`config.mk`:
```
export PLATFORM = sky130hd
export DESIGN_NAME = cpu_run_monitor
export DESIGN_NICKNAME = d
export VERILOG_FILES = /design/src/rtl/cpu_run_monitor.sv
export SDC_FILE = /design/constraint.sdc
export NUM_CORES = 1
export LEC_CHECK = 0
export BUFFER_PORTS_ARGS = -buffer_cell sky130_fd_sc_hd__buf_4
export CORE_MARGIN = 10
export CORE_UTILIZATION = 53
export CTS_CLUSTER_SIZE = 28
export DETAILED_ROUTE_END_ITERATION = 7
export GPL_ROUTABILITY_DRIVEN = 0
export PLACE_DENSITY_LB_ADDON = 0.12
export SYNTH_ARGS = -nofsm -noshare
export SYNTH_HDL_FRONTEND = slang
export SYNTH_SLANG_ARGS = --single-unit
```
`constraint.sdc`:
```
create_clock -name clk -period 4.5 [get_ports clk]
set_clock_uncertainty 0.15 [all_clocks]
set_input_delay 0.45 -clock clk [delete_from_list [all_inputs] [get_ports clk]]
set_output_delay 0.45 -clock clk [all_outputs]
set_load 0.01 [all_outputs]
```
`src/rtl/cpu_run_monitor.sv`:
```
// Run-control and retirement monitor for the single-cycle core: sequences the core reset,
// bounds the run by halt (PC self-loop) or cycle budget, and keeps a circular write-back trace.
`timescale 1ns/1ps
module cpu_run_monitor #(
  parameter int ADDR_W      = 32,
  parameter int DATA_W      = 32,
  parameter int DEPTH       = 16,
  parameter int MAX_CYCLES  = 1000,
  parameter int RESET_HOLD  = 3,
  parameter int HALT_REPEAT = 2,
  localparam int CNT_W      = $clog2(MAX_CYCLES + 1),
  localparam int IDX_W      = $clog2(DEPTH)
) (
  input  logic              clk,
  input  logic              nrst,
  input  logic              start,
  input  logic [ADDR_W-1:0] pc,
  input  logic [DATA_W-1:0] writeData,
  input  logic              wen,
  output logic              cpu_nrst,
  output logic              running,
  output logic              done,
  output logic              halted,
  output logic              timeout,
  output logic [CNT_W-1:0]  cycle_count,
  output logic [IDX_W:0]    trace_count,
  input  logic [IDX_W-1:0]  rd_idx,
  output logic [ADDR_W-1:0] rd_pc,
  output logic [DATA_W-1:0] rd_data
);

  localparam int MW = $clog2(HALT_REPEAT + 1);
  localparam int HW = $clog2(RESET_HOLD + 1);

  localparam logic [1:0] IDLE = 2'd0;
  localparam logic [1:0] HOLD = 2'd1;
  localparam logic [1:0] RUN  = 2'd2;
  localparam logic [1:0] DONE = 2'd3;

  localparam logic [IDX_W:0] FULL = (IDX_W + 1)'(DEPTH);

  logic [1:0]        state;
  logic [HW-1:0]     hold_cnt;
  logic [MW-1:0]     match_cnt;
  logic [MW-1:0]     match_next;
  logic [ADDR_W-1:0] prev_pc;
  logic              prev_valid;
  logic [IDX_W-1:0]  wptr;
  logic              halt_hit;
  logic              to_hit;

  logic [ADDR_W-1:0] trace_pc   [DEPTH];
  logic [DATA_W-1:0] trace_data [DEPTH];

  logic [IDX_W-1:0]  oldest;
  logic [IDX_W-1:0]  slot;
  logic              rd_valid;

  assign running  = (state == RUN);
  assign done     = (state == DONE);
  assign cpu_nrst = running;

  always_comb begin
    match_next = '0;
    if (prev_valid && (pc == prev_pc))
      match_next = match_cnt + MW'(1);
    halt_hit = (match_next == MW'(HALT_REPEAT));
    to_hit   = (cycle_count == CNT_W'(MAX_CYCLES - 1));
  end

  always_ff @(posedge clk or negedge nrst) begin
    if (!nrst) begin
      state       <= IDLE;
      hold_cnt    <= '0;
      match_cnt   <= '0;
      prev_pc     <= '0;
      prev_valid  <= 1'b0;
      wptr        <= '0;
      cycle_count <= '0;
      trace_count <= '0;
      halted      <= 1'b0;
      timeout     <= 1'b0;
    end else begin
      case (state)
        IDLE, DONE: begin
          if (start) begin
            state       <= HOLD;
            hold_cnt    <= '0;
            match_cnt   <= '0;
            prev_pc     <= '0;
            prev_valid  <= 1'b0;
            wptr        <= '0;
            cycle_count <= '0;
            trace_count <= '0;
            halted      <= 1'b0;
            timeout     <= 1'b0;
          end
        end
        HOLD: begin
          if (hold_cnt == HW'(RESET_HOLD - 1)) state <= RUN;
          else                                 hold_cnt <= hold_cnt + HW'(1);
        end
        RUN: begin
          cycle_count <= cycle_count + CNT_W'(1);
          prev_pc     <= pc;
          prev_valid  <= 1'b1;
          match_cnt   <= match_next;
          if (wen) begin
            wptr <= wptr + IDX_W'(1);
            if (trace_count != FULL) trace_count <= trace_count + (IDX_W + 1)'(1);
          end
          // Halt takes priority when both conditions land on the same cycle.
          if (halt_hit || to_hit) begin
            state   <= DONE;
            halted  <= halt_hit;
            timeout <= to_hit && !halt_hit;
          end
        end
        default: state <= IDLE;
      endcase
    end
  end

  always_ff @(posedge clk) begin
    if (running && wen) begin
      trace_pc[wptr]   <= pc;
      trace_data[wptr] <= writeData;
    end
  end

  always_comb begin
    oldest   = (trace_count == FULL) ? wptr : '0;
    slot     = oldest + rd_idx;
    rd_valid = ({1'b0, rd_idx} < trace_count);
    rd_pc    = rd_valid ? trace_pc[slot]   : '0;
    rd_data  = rd_valid ? trace_data[slot] : '0;
  end

endmodule
```
==> results of run 1 <==
-- path summary, 6_finish.rpt --
path,to
setup reg to reg,trace_count[0]
hold reg to reg,match_cnt[1]
max in group asynchronous,prev_pc[21]
setup / recovery,trace_count[0]
min in group asynchronous,cycle_count[4]
hold / removal,timeout
-- registers in the layout, indices dropped and copies added, names as in the netlist --
name	count
trace_data	512
trace_pc	512
prev_pc	32
cycle_count	10
trace_count	5
wptr	4
hold_cnt	2
match_cnt	2
state	2
halted	1
prev_valid	1
timeout	1
-- metal layers --
layer	part of all wire (%)	GRT usage [%]	up-vias
met1	42	30.9	11700
met2	50	36.0	765
met3	6.4	3.62	143
li1	-	-	9222
met4	2.2	5.65	0
met5	0	0	-
-- synthesized netlist by cell type (4+ instances only) --
cell      count
nand2b_1     10
nand4_1      12
xnor2_1      17
buf_12        6
a211oi_1    119
a21oi_1       7
a22o_1       34
o21ai_0      21
inv_1        13
ha_1         18
mux4_2      256
mux2i_1      70
a211oi_2      9
nor2_1       36
dfrtp_1      60
nand3_1      13
nor4_1        4
and3_1        5
buf_4        10
edfxtp_1   1024
clkbuf_1     54
buf_2        35
nand2_1      21
o31ai_1       5
a21o_1        4
nor2b_1      62
xor2_1       18
-- layout by cell type, fill, tap and decap left out, types with 27 or more instances in the layout --
cell type | synthesis | layout
mux2i_2 | 0 | 32
a22o_1 | 34 | 34
buf_6 | 3 | 34
buf_4 | 10 | 260
edfxtp_1 | 1024 | 1024
mux2i_1 | 70 | 30
dlygate4sd3_1 | 0 | 64
dfrtp_1 | 60 | 60
a211oi_2 | 9 | 109
mux4_2 | 256 | 256
nor2b_1 | 62 | 33
clkbuf_16 | 0 | 122
nor2b_4 | 0 | 27
buf_12 | 6 | 54
-- metrics by stage --
step / TNS, ps / std cells / area [µm²] / util (%) / hold slack (ps)
after floorplan: -320930 / 1981 / 42600 / - / 4.41
after global placement: 0 / 3187 / 46000 / 58.0 / 325
after detailed placement: 0 / 3187 / 46000 / 58.0 / 348
after CTS: -11690 / 3533 / 51600 / 65.1 / 6.01
after global routing: -22990 / 3565 / 52700 / 66.5 / 24.3
final: -15400 / 3565 / 52700 / 66.5 / 40.7
-- power groups by stage --
stage / Combinational (mW) / Sequential, mW / Clock (mW)
6_report: 2.72 / 11.5 / 8.74
3_3_place_gp: 2.08 / 11.6 / 0
4_1_cts: 2.53 / 11.4 / 8.87
5_1_grt: 2.92 / 11.5 / 9.32
2_1_floorplan: 1.28 / 11.6 / 0
3_5_place_dp: 2.13 / 11.7 / 0
-- final cells by class --
type / count / area, µm²
clock buffer: 141 / 2950
inverter: 13 / 48.8
tap: 1050 / 1310
clock inverter: 58 / 531
fill: 5082 / 26600
timing repair buffer: 444 / 4820
multi-input combinational: 772 / 10800
antenna: 3 / 7.51
sequential: 1084 / 32300
-- timing repair --
item                                    in CTS  in global routing
hold buffers                                64                  0
endpoints found under the setup margin      64                 65
setup buffers                               78                 27
cloned                                      10                 11
pin swaps                                   46                 82
hold endpoints to repair                  1015                  0
resized for setup                          132                158
-- worst max-delay path: cells and delay by family, from the launching register on --
kind | cells | cell delay, ps
buffers and inverters | 34 | 4080
AOI/OAI and AO/OA | 1 | 90
and+or+nand+nor | 1 | 60
DFF | 1 | 360
-- kinds of logic (layout without fill, tap and decap cells) --
logic type	after synthesis	count (layout)	synth area share, %
xor+xnor	36	36	0.779
simple gates	182	182	2.34
compound gates	209	209	3.74
buf+inv	125	656	1.60
flops	1084	1084	75.8
fa+ha+maj	19	19	0.576
mux	326	326	15.2
other cells	0	3	0
==> impl_results.md, run 1 <==
* Routed vias/inst at 6.13
* Synth top area share at 72.2%
* Number of synthesized flops with an enable pin at 1024
* Max Root-Sink Buffers at 3
* Layout area overhead at 23.8%
* Max frequency at 0.206 GHz
* Detailed placement HPWL at 53.9 mm
* CTS H-tree lvls at 3
* Root Buffer: clkbuf_16
* Final ANT Viol Nets at 0
* Reg-to-Reg Start: trace_count[0]
* Drt initial violations at 1987
* Clock Latency Late Sink at 660 ps
* Crit path DAT at 5220 ps
* Post-synth top area cell: edfxtp_1
* Routed WL at 102 mm
* Post-synth top flop: edfxtp_1
* Worst path most repeated cell: buf_4
* Slowest stage delay, CP at 360 ps
* Initial antenna violation count at 3
* Setup crit start kind: flip-flop
* Largest net degree at the start of global routing at 65
* Core area at 79300 µm²
* Total GRT Usage at 22.0%
* CTS buffer count at 107
* Total power at 22.9 mW
* Crit path max-delay cell type: dfrtp_1
* Synth Register Bits at 1084
* Power share of the combinational group at 11.9%
* Distinct cells, synth at 47
* DRC Markers at 0
* Initial cell density of the core at 53.7%
* Final net count at 2513
* DP Worst Slack at 123 ps
* Drt wl/cell at 28.6 µm
* Post-synthesis sequential area ratio at 75.8%
* Clk pwr share at 38.1%
* Outcome: complete, but fails checks
* RSZ-0062 raised after global routing: true
* Slew @ Worst Pin at 986 ps
* First-pass GRT wire length at 150 mm
* Layout cells sized above 1 at 39.9%
* Sw Pwr at 5.26 mW
* Crit share post-route at 108%
* Worst Hold Depth at 3
* Final setup margin at -356 ps
* Synth area leaders: edfxtp_1 (72%), mux4_2 (14%), dfrtp_1 (3.5%)
* Vias in the first global route at 23100
* Clock Sinks at 1084
* PwrDens at 435 nW/µm²
* Hold Path Class: input pin to flip-flop
* Critical path data required time at 4870 ps
* DIE WIDTH at 303 µm
* Max IR drop VDD at 0.000562 V
* FF-to-FF setup slack at -360 ps
* Port Buffers at 155
* Failing checks: negative setup slack
* Worst-path maximum fanout at 2
* Critical path class: flip-flop to flip-flop
* Leakage at 17.6 nW
* Seq pwr share at 50.0%
* YS warnings at 0
* Max-slew violations at 0
* Sw Share at 23.0%
* Vias at 21900
* Nature of the critical path endpoint: flip-flop
* Period minus WS final at 4860 ps
* Avg Cell Area, Syn at 21.5 µm²
* Net Count, Synth at 2072
* Final setup violation count at 65
* Internal at 17.6 mW
* Synth Cell Area at 42600 µm²
* Vert. Die Dim at 303 µm
* Critical Path Source: trace_count[0]
* Number of cells on the worst reg-to-reg path at 36
* Max-cap violations at 0
* Rel. slew slack at 34.3%
* Hold Fails Final Rpt at 0
* TritonCTS clock tree: built
* Post-synth ARST share at 5.54%
* Gate Count Post-Synth at 1981
* Die ar. at 92000 µm²
* Detailed Routing Iterations Pass 1 at 7
* I/O pins at 156
* Hold Crit Start: start
* Global route overflow at 0
* Clk slew on worst S/H paths at 60 ps
* # rows at 103
Power figures use the tool's default switching activity.
==> inputs of run 2 (changes only) <==
--- a/config.mk
+++ b/config.mk
@@ -11,7 +11,7 @@
 export CTS_CLUSTER_SIZE = 28
 export DETAILED_ROUTE_END_ITERATION = 7
 export GPL_ROUTABILITY_DRIVEN = 0
-export PLACE_DENSITY_LB_ADDON = 0.12
+export PLACE_DENSITY_LB_ADDON = 0.3
 export SYNTH_ARGS = -nofsm -noshare
 export SYNTH_HDL_FRONTEND = slang
 export SYNTH_SLANG_ARGS = --single-unit
==> run 2 against run 1 <==
The run still ends with negative setup slack left. Combinational power decreased by 1%. Cell area decreased by 1.1%. Utilization decreased by 0.76 points. Sequential share of layout area increased by 0.71 points. Critical path depth decreased by 21. Clock power increased by 4.1%. Wire length increased by 0.16%. Via count increased by 0.40%. Sequential power about the same. Cell count decreased by 1.2%. Worst setup slack improved by 36 ps. First-iteration DRC count increased by 7.3%.
==> impl_results.md, run 2 (synthesis results as in run 1) <==
* TritonCTS clock tree: built
* Crit path DAT at 4220 ps (-1000 ps)
* FILL cells at 4954 (-2.5%)
* Root Buffer: clkbuf_16
* Final core utilization at 65.7% (-0.76 points)
* Initial antenna violation count at 3 (unchanged)
* Critical path class: flip-flop to output port
* Vias in the first global route at 23100 (+0.16%)
* Final net count at 2470 (-1.7%)
* Max IR drop VDD at 0.000495 V (-12%)
* Period minus WS final at 4820 ps (-35.9 ps)
* RSZ-0062 raised after global routing: true
* Slowest stage delay, CP at 830 ps (+470 ps)
* DRC Markers at 0 (unchanged)
* Detailed Routing Iterations Pass 1 at 5 (-2)
* Slew @ Worst Pin at 1120 ps (+139 ps)
* Clk slew on worst S/H paths at 60 ps (about the same)
* Met3 GRT Util at 4.34% (+0.72 points)
* Final setup margin at -320 ps (+35.9 ps)
* Initial cell density of the core at 53.7% (unchanged)
* Clock Sinks at 1084 (unchanged)
* Crit path max-delay cell type: fa_4
* Detailed placement HPWL at 51.3 mm (-4.8%)
* Busiest grt layer: met2
* Die ar. at 92000 µm² (unchanged)
* Worst-path cell chain: inv_2, buf_6, ha_4, and4bb_2, and2_4, ha_4, fa_4, buf_12, buf_16, buf_12, buf_16, mux4_2, mux2i_2, a211oi_1, buf_4
* Hold Worst Slack at 12.2 ps (-28.5 ps)
* Drt wl/cell at 29.0 µm (+1.3%)
* Top Registers: trace_data (512), trace_pc (512), prev_pc (32)
* Leakage at 17.3 nW (-1.4%)
* Worst-path maximum fanout at 7 (+5)
* Hold Fails Final Rpt at 0 (unchanged)
* Cell area after layout at 52100 µm² (-1.1%)
* DIE WIDTH at 303 µm (unchanged)
* Global route overflow at 0 (unchanged)
* Max Root-Sink Buffers at 3 (unchanged)
* Layout area overhead at 22.4%
* Nature of the critical path endpoint: output port
* First-pass GRT wire length at 151 mm (+0.82%)
* PwrDens at 446 nW/µm² (+2.5%)
* Port Buffers at 155 (unchanged)
* Final setup violation count at 65 (unchanged)
* CTS buffer count at 108 (+0.93%)
* Failing checks: negative setup slack
* # rows at 103 (unchanged)
* Outcome: complete, but fails checks
* Max-slew violations at 0 (unchanged)
* Most frequent cells in the layout: edfxtp_1 (1024), mux4_2 (256), buf_4 (230)
* Routed WL at 102 mm (+0.16%)
* Crit share post-route at 107% (-0.80 points)
* Rel. slew slack at 24.8% (-9.4 points)
* Vias at 22000 (+0.40%)
* Hold Path Class: input pin to flip-flop
* Vert. Die Dim at 303 µm (unchanged)
* Setup crit start kind: flip-flop
* Max-cap violations at 0 (unchanged)
* Core area at 79300 µm² (unchanged)
* Largest net degree at the start of global routing at 65 (unchanged)
* Clock Latency Late Sink at 670 ps (about the same)
* Area post-placement at 45900 µm² (-0.30%)
* CTS H-tree lvls at 3 (unchanged)
* # placed instances at 3165 (-0.69%)
* Total GRT Usage at 22.3% (+0.32 points)
* Critical path data required time at 3900 ps (-970 ps)
* Drt initial violations at 2133 (+7.3%)
* DP Worst Slack at 159 ps (+35.7 ps)
* Routed vias/inst at 6.23 (+1.6%)
* Layout cells sized above 1 at 37.8% (-2.1 points)
* Final ANT Viol Nets at 0 (unchanged)
* Met1 Use GR at 30.1% (-0.77 points)
* Fin cells at 3524 (-1.2%)
* M2 GR Usage at 37.0% (+0.95 points)
* Most common cell after layout, fill and taps aside: edfxtp_1
* I/O pins at 156 (unchanged)
* Max frequency at 0.207 GHz (+0.74%)
-- run 2: critical path: cells and delay by family, from the launching register on --
family	cells	cell delay, ps
AO/OA/AOI/OAI	1	130
AND/OR/NAND/NOR	2	430
flip-flops	1	360
multiplexers	2	550
adder cells (fa/ha/maj)	3	1120
buffers and inverters	7	950
-- run 2: power by group --
part | total (mW) | internal, mW | switching [mW] | leakage, nW
Combinational | 2.68 | 1.24 | 1.44 | 5.56
Sequential | 11.5 | 11.3 | 0.141 | 10.0
Clock | 9.10 | 5.33 | 3.76 | 1.74
Total | 23.2 | 17.9 | 5.35 | 17.3
-- run 2: area by class of cell --
type	count	area, µm²	area share (%)
clock inverters	80	848	1.63
clock buffers	124	2760	5.30
diodes	1	2.50	0.00480
repair buffers	400	4280	8.22
flip-flops and latches	1084	32300	61.9
well taps	1050	1310	2.52
multi-input cells	772	10600	20.3
inverters	13	48.8	0.0937
-- run 2: routing by layer --
| metal | vias to the layer above | wire length, µm | share of wire, % |
|---|---|---|---|
| met5 | - | 23 | 0.023 |
| met4 | 4 | 2200 | 2.2 |
| met1 | 11700 | 40500 | 40 |
| met2 | 944 | 51800 | 51 |
| met3 | 151 | 7600 | 7.4 |
| li1 | 9118 | - | - |
-- run 2: stage by stage --
stage	power, mW	setup TNS (ps)
finish	23.2	-13980
floorplan	12.9	-320930
global placement	13.7	0
CTS	23.2	-12410
detailed placement	13.8	0
global route	24.0	-18430
-- run 2: what timing repair did --
item,4_1_cts,5_1_grt
pin swaps,82,61
endpoints found under the setup margin,64,65
resized for setup,151,108
hold buffers,63,0
cloned,19,0
hold endpoints to repair,1010,0
setup buffers,71,30
-- run 2: path summary, 6_finish.rpt --
kind                                 from          endpoint  slack [ps]  cells after the start
max in group asynchronous            nrst       prev_pc[25]        3390                      2
min in group asynchronous            nrst    cycle_count[7]         270                      2
min                                pc[10]  trace_pc[12][10]          10                      1
max                        trace_count[0]       rd_data[27]        -320                     15
min reg2reg                  match_cnt[1]      match_cnt[1]         360                      1
max reg2reg                trace_count[0]    trace_count[0]         -60                     35
==> inputs of run 3 (changes only) <==
--- a/config.mk
+++ b/config.mk
@@ -7,7 +7,7 @@
 export LEC_CHECK = 0
 export BUFFER_PORTS_ARGS = -buffer_cell sky130_fd_sc_hd__buf_4
 export CORE_MARGIN = 10
-export CORE_UTILIZATION = 53
+export CORE_UTILIZATION = 40
 export CTS_CLUSTER_SIZE = 28
 export DETAILED_ROUTE_END_ITERATION = 7
 export GPL_ROUTABILITY_DRIVEN = 0
==> run 3 against run 2 <==
The run still ends with negative setup slack left. Wire length rose by 4.3%. Global-route usage decreased by 5.1 points. First-iteration DRC count down 1.5%. Cell area grew 1.2%. Combinational power is 7% lower. Register-to-register slack improved by 1500 ps. Clock power shrank 2%. Die area up 30%.
==> impl_results.md, run 3 (synthesis results as in run 1) <==
* Outcome: complete, but fails checks
* Failing checks: negative setup slack
* Critical Path Source: trace_count[1]
* Total GRT Usage at 17.2% (-5.1 points)
* Final net count at 2463 (-0.28%)
* Vias at 21600 (-1.6%)
* Most frequent cells in the layout: edfxtp_1 (1024), mux4_2 (256), buf_4 (214)
* Max IR drop VDD at 0.000321 V (-35%)
* First-pass GRT wire length at 154 mm (+1.9%)
* Worst flop-to-flop path endpoint: cycle_count[7]
* DIE WIDTH at 346 µm (+14%)
* Die ar. at 120000 µm² (+30%)
* Routed WL at 106 mm (+4.3%)
* Layout area overhead at 23.9%
* FF-to-FF setup slack at 1390 ps (+1450 ps)
* Drt wl/cell at 27.6 µm (-4.8%)
* Leakage at 17.3 nW (about the same)
* Hold Fails Final Rpt at 0 (unchanged)
* Root Buffer: clkbuf_16
* Worst-path maximum fanout at 9 (+2)
* Final core utilization at 50.0% (-16 points)
* Most common cell after layout, fill and taps aside: edfxtp_1
* Vias in the first global route at 22500 (-2.8%)
* Routed vias/inst at 5.59 (-10%)
* Core area at 105000 µm² (+33%)
* Final setup margin at -276 ps (+44.1 ps)
* RSZ-0062 raised after global routing: true
* Slowest stage delay, CP at 860 ps (+30 ps)
* Clk pwr share at 39.0% (-0.2 points)
* Nature of the critical path endpoint: output port
* Detailed placement HPWL at 55.0 mm (+7.3%)
* Final ANT Viol Nets at 0 (unchanged)
* TritonCTS clock tree: built
* Final setup violation count at 64 (-1.5%)
* Fin cells at 3861 (+9.6%)
* Max-slew violations at 0 (unchanged)
* Critical path data required time at 3900 ps (about the same)
* Largest net degree at the start of global routing at 65 (unchanged)
* Port Buffers at 155 (unchanged)
* Worst-path cell chain: inv_2, ha_4, and4bb_2, and2_4, ha_4, fa_4, buf_12, buf_16, buf_12, mux4_2, nor2b_1, a211oi_1, a211oi_1, buf_4
* Internal at 17.6 mW (-1.8%)
* Slew @ Worst Pin at 971 ps (-154 ps)
* Sw Share at 23.2% (+0.15 points)
* Global route overflow at 0 (unchanged)
* Clock Latency Late Sink at 680 ps (about the same)
* CTS buffer count at 108 (unchanged)
* Drt initial violations at 2101 (-1.5%)
* Vert. Die Dim at 346 µm (+14%)
* Sw Pwr at 5.29 mW (-0.97%)
* Crit path DAT at 4180 ps (-40 ps)
* Power share of the combinational group at 10.9% (-0.6 points)
* # rows at 119 (+16%)
* Reg-to-Reg Start: state[0]
* I/O pins at 156 (unchanged)
* Detailed Routing Iterations Pass 1 at 5 (unchanged)
* Clock Sinks at 1084 (unchanged)
* Rel. slew slack at 35.1% (+10 points)
* Top Registers: trace_data (512), trace_pc (512), prev_pc (32)
* Hold Path Class: input pin to asynchronous set/reset pin
* Max Root-Sink Buffers at 3 (unchanged)
* Seq pwr share at 50.1% (+0.8 points)
* PwrDens at 433 nW/µm² (-2.8%)
* Layout cells sized above 1 at 37.7% (-0.15 points)
* DP Worst Slack at 35.5 ps (-124 ps)
* Clk slew on worst S/H paths at 60 ps (about the same)
* DRC Markers at 0 (unchanged)
* Crit share post-route at 106% (-0.98 points)
* Number of cells on the worst reg-to-reg path at 8 (-77%)
* Initial cell density of the core at 40.4% (-13 points)
* Max-cap violations at 0 (unchanged)
* Period minus WS final at 4780 ps (-44.1 ps)
* Initial antenna violation count at 5 (+2)
* Setup crit start kind: flip-flop
* Critical path class: flip-flop to output port
* Worst Setup EP: rd_pc[22]
* CTS H-tree lvls at 3 (unchanged)
* Max frequency at 0.209 GHz (+0.92%)
* Crit path max-delay cell type: fa_4
* # placed instances at 3523 (+11%)
run 3: power by group through the flow:
stage	registers [mW]	logic, mW	clock network [mW]
6_report	11.4	2.49	8.91
2_1_floorplan	11.6	1.28	0
3_3_place_gp	11.6	2.11	0
5_1_grt	11.5	2.68	9.53
3_5_place_dp	11.7	2.16	0
4_1_cts	11.4	2.35	9.10
run 3: timing repair:
item | in CTS | in global routing
pin swaps | 32 | 88
hold buffers | 67 | 0
buffers inserted | 30 | 30
endpoints found under the setup margin | 64 | 64
endpoints found under the hold margin | 1111 | 0
resized for setup | 104 | 166
gates cloned | 8 | 13
run 3: per-layer routing:
layer	vias up	wire (µm)	part of all wire [%]	GRT usage (%)
li1	9107	-	-	-
met1	11700	46400	44	24.3
met2	709	52400	49	27.9
met3	106	6310	5.9	3.01
met4	4	1360	1.3	3.80
met5	-	14	0.013	0
run 3: worst min-delay path by stage:
stage | from | end | slack (ps) | depth (start not counted)
finish | nrst | cycle_count[5] | 240 | 2
global placement | match_cnt[1] | match_cnt[1] | 330 | 1
CTS | nrst | cycle_count[5] | 230 | 2
floorplan | nrst | cycle_count[0] | 4 | 0
global route | nrst | cycle_count[5] | 290 | 2
detailed placement | match_cnt[1] | match_cnt[1] | 340 | 1
run 3: per-stage QoR:
step / TNS (ps) / power, mW / area, µm² / hold slack (ps)
after floorplan: -320930 / 12.9 / 42600 / 4.41
after global placement: 0 / 13.7 / 46400 / 328
after detailed placement: 0 / 13.8 / 46400 / 344
after CTS: -16990 / 22.9 / 51500 / 229
after global routing: -19740 / 23.7 / 52700 / 288
final: -11800 / 22.9 / 52700 / 243
run 3: critical path, delay by kind of cell (launching register included):
kind / cells / cell delay [ps]
AND/OR/NAND/NOR: 3 / 560
flip-flops: 1 / 370
AO/OA/AOI/OAI: 2 / 310
adder cells (fa/ha/maj): 3 / 1170
buffers and inverters: 5 / 750
multiplexers: 1 / 280
run 3: final cells by class:
type / count / area [µm²]
inverter: 13 / 48.8
tap: 1391 / 1740
antenna: 6 / 15.0
fill: 8363 / 52700
clock inverter: 70 / 672
multi-input combinational: 772 / 10800
clock buffer: 132 / 2860
timing repair buffer: 393 / 4410
sequential: 1084 / 32300
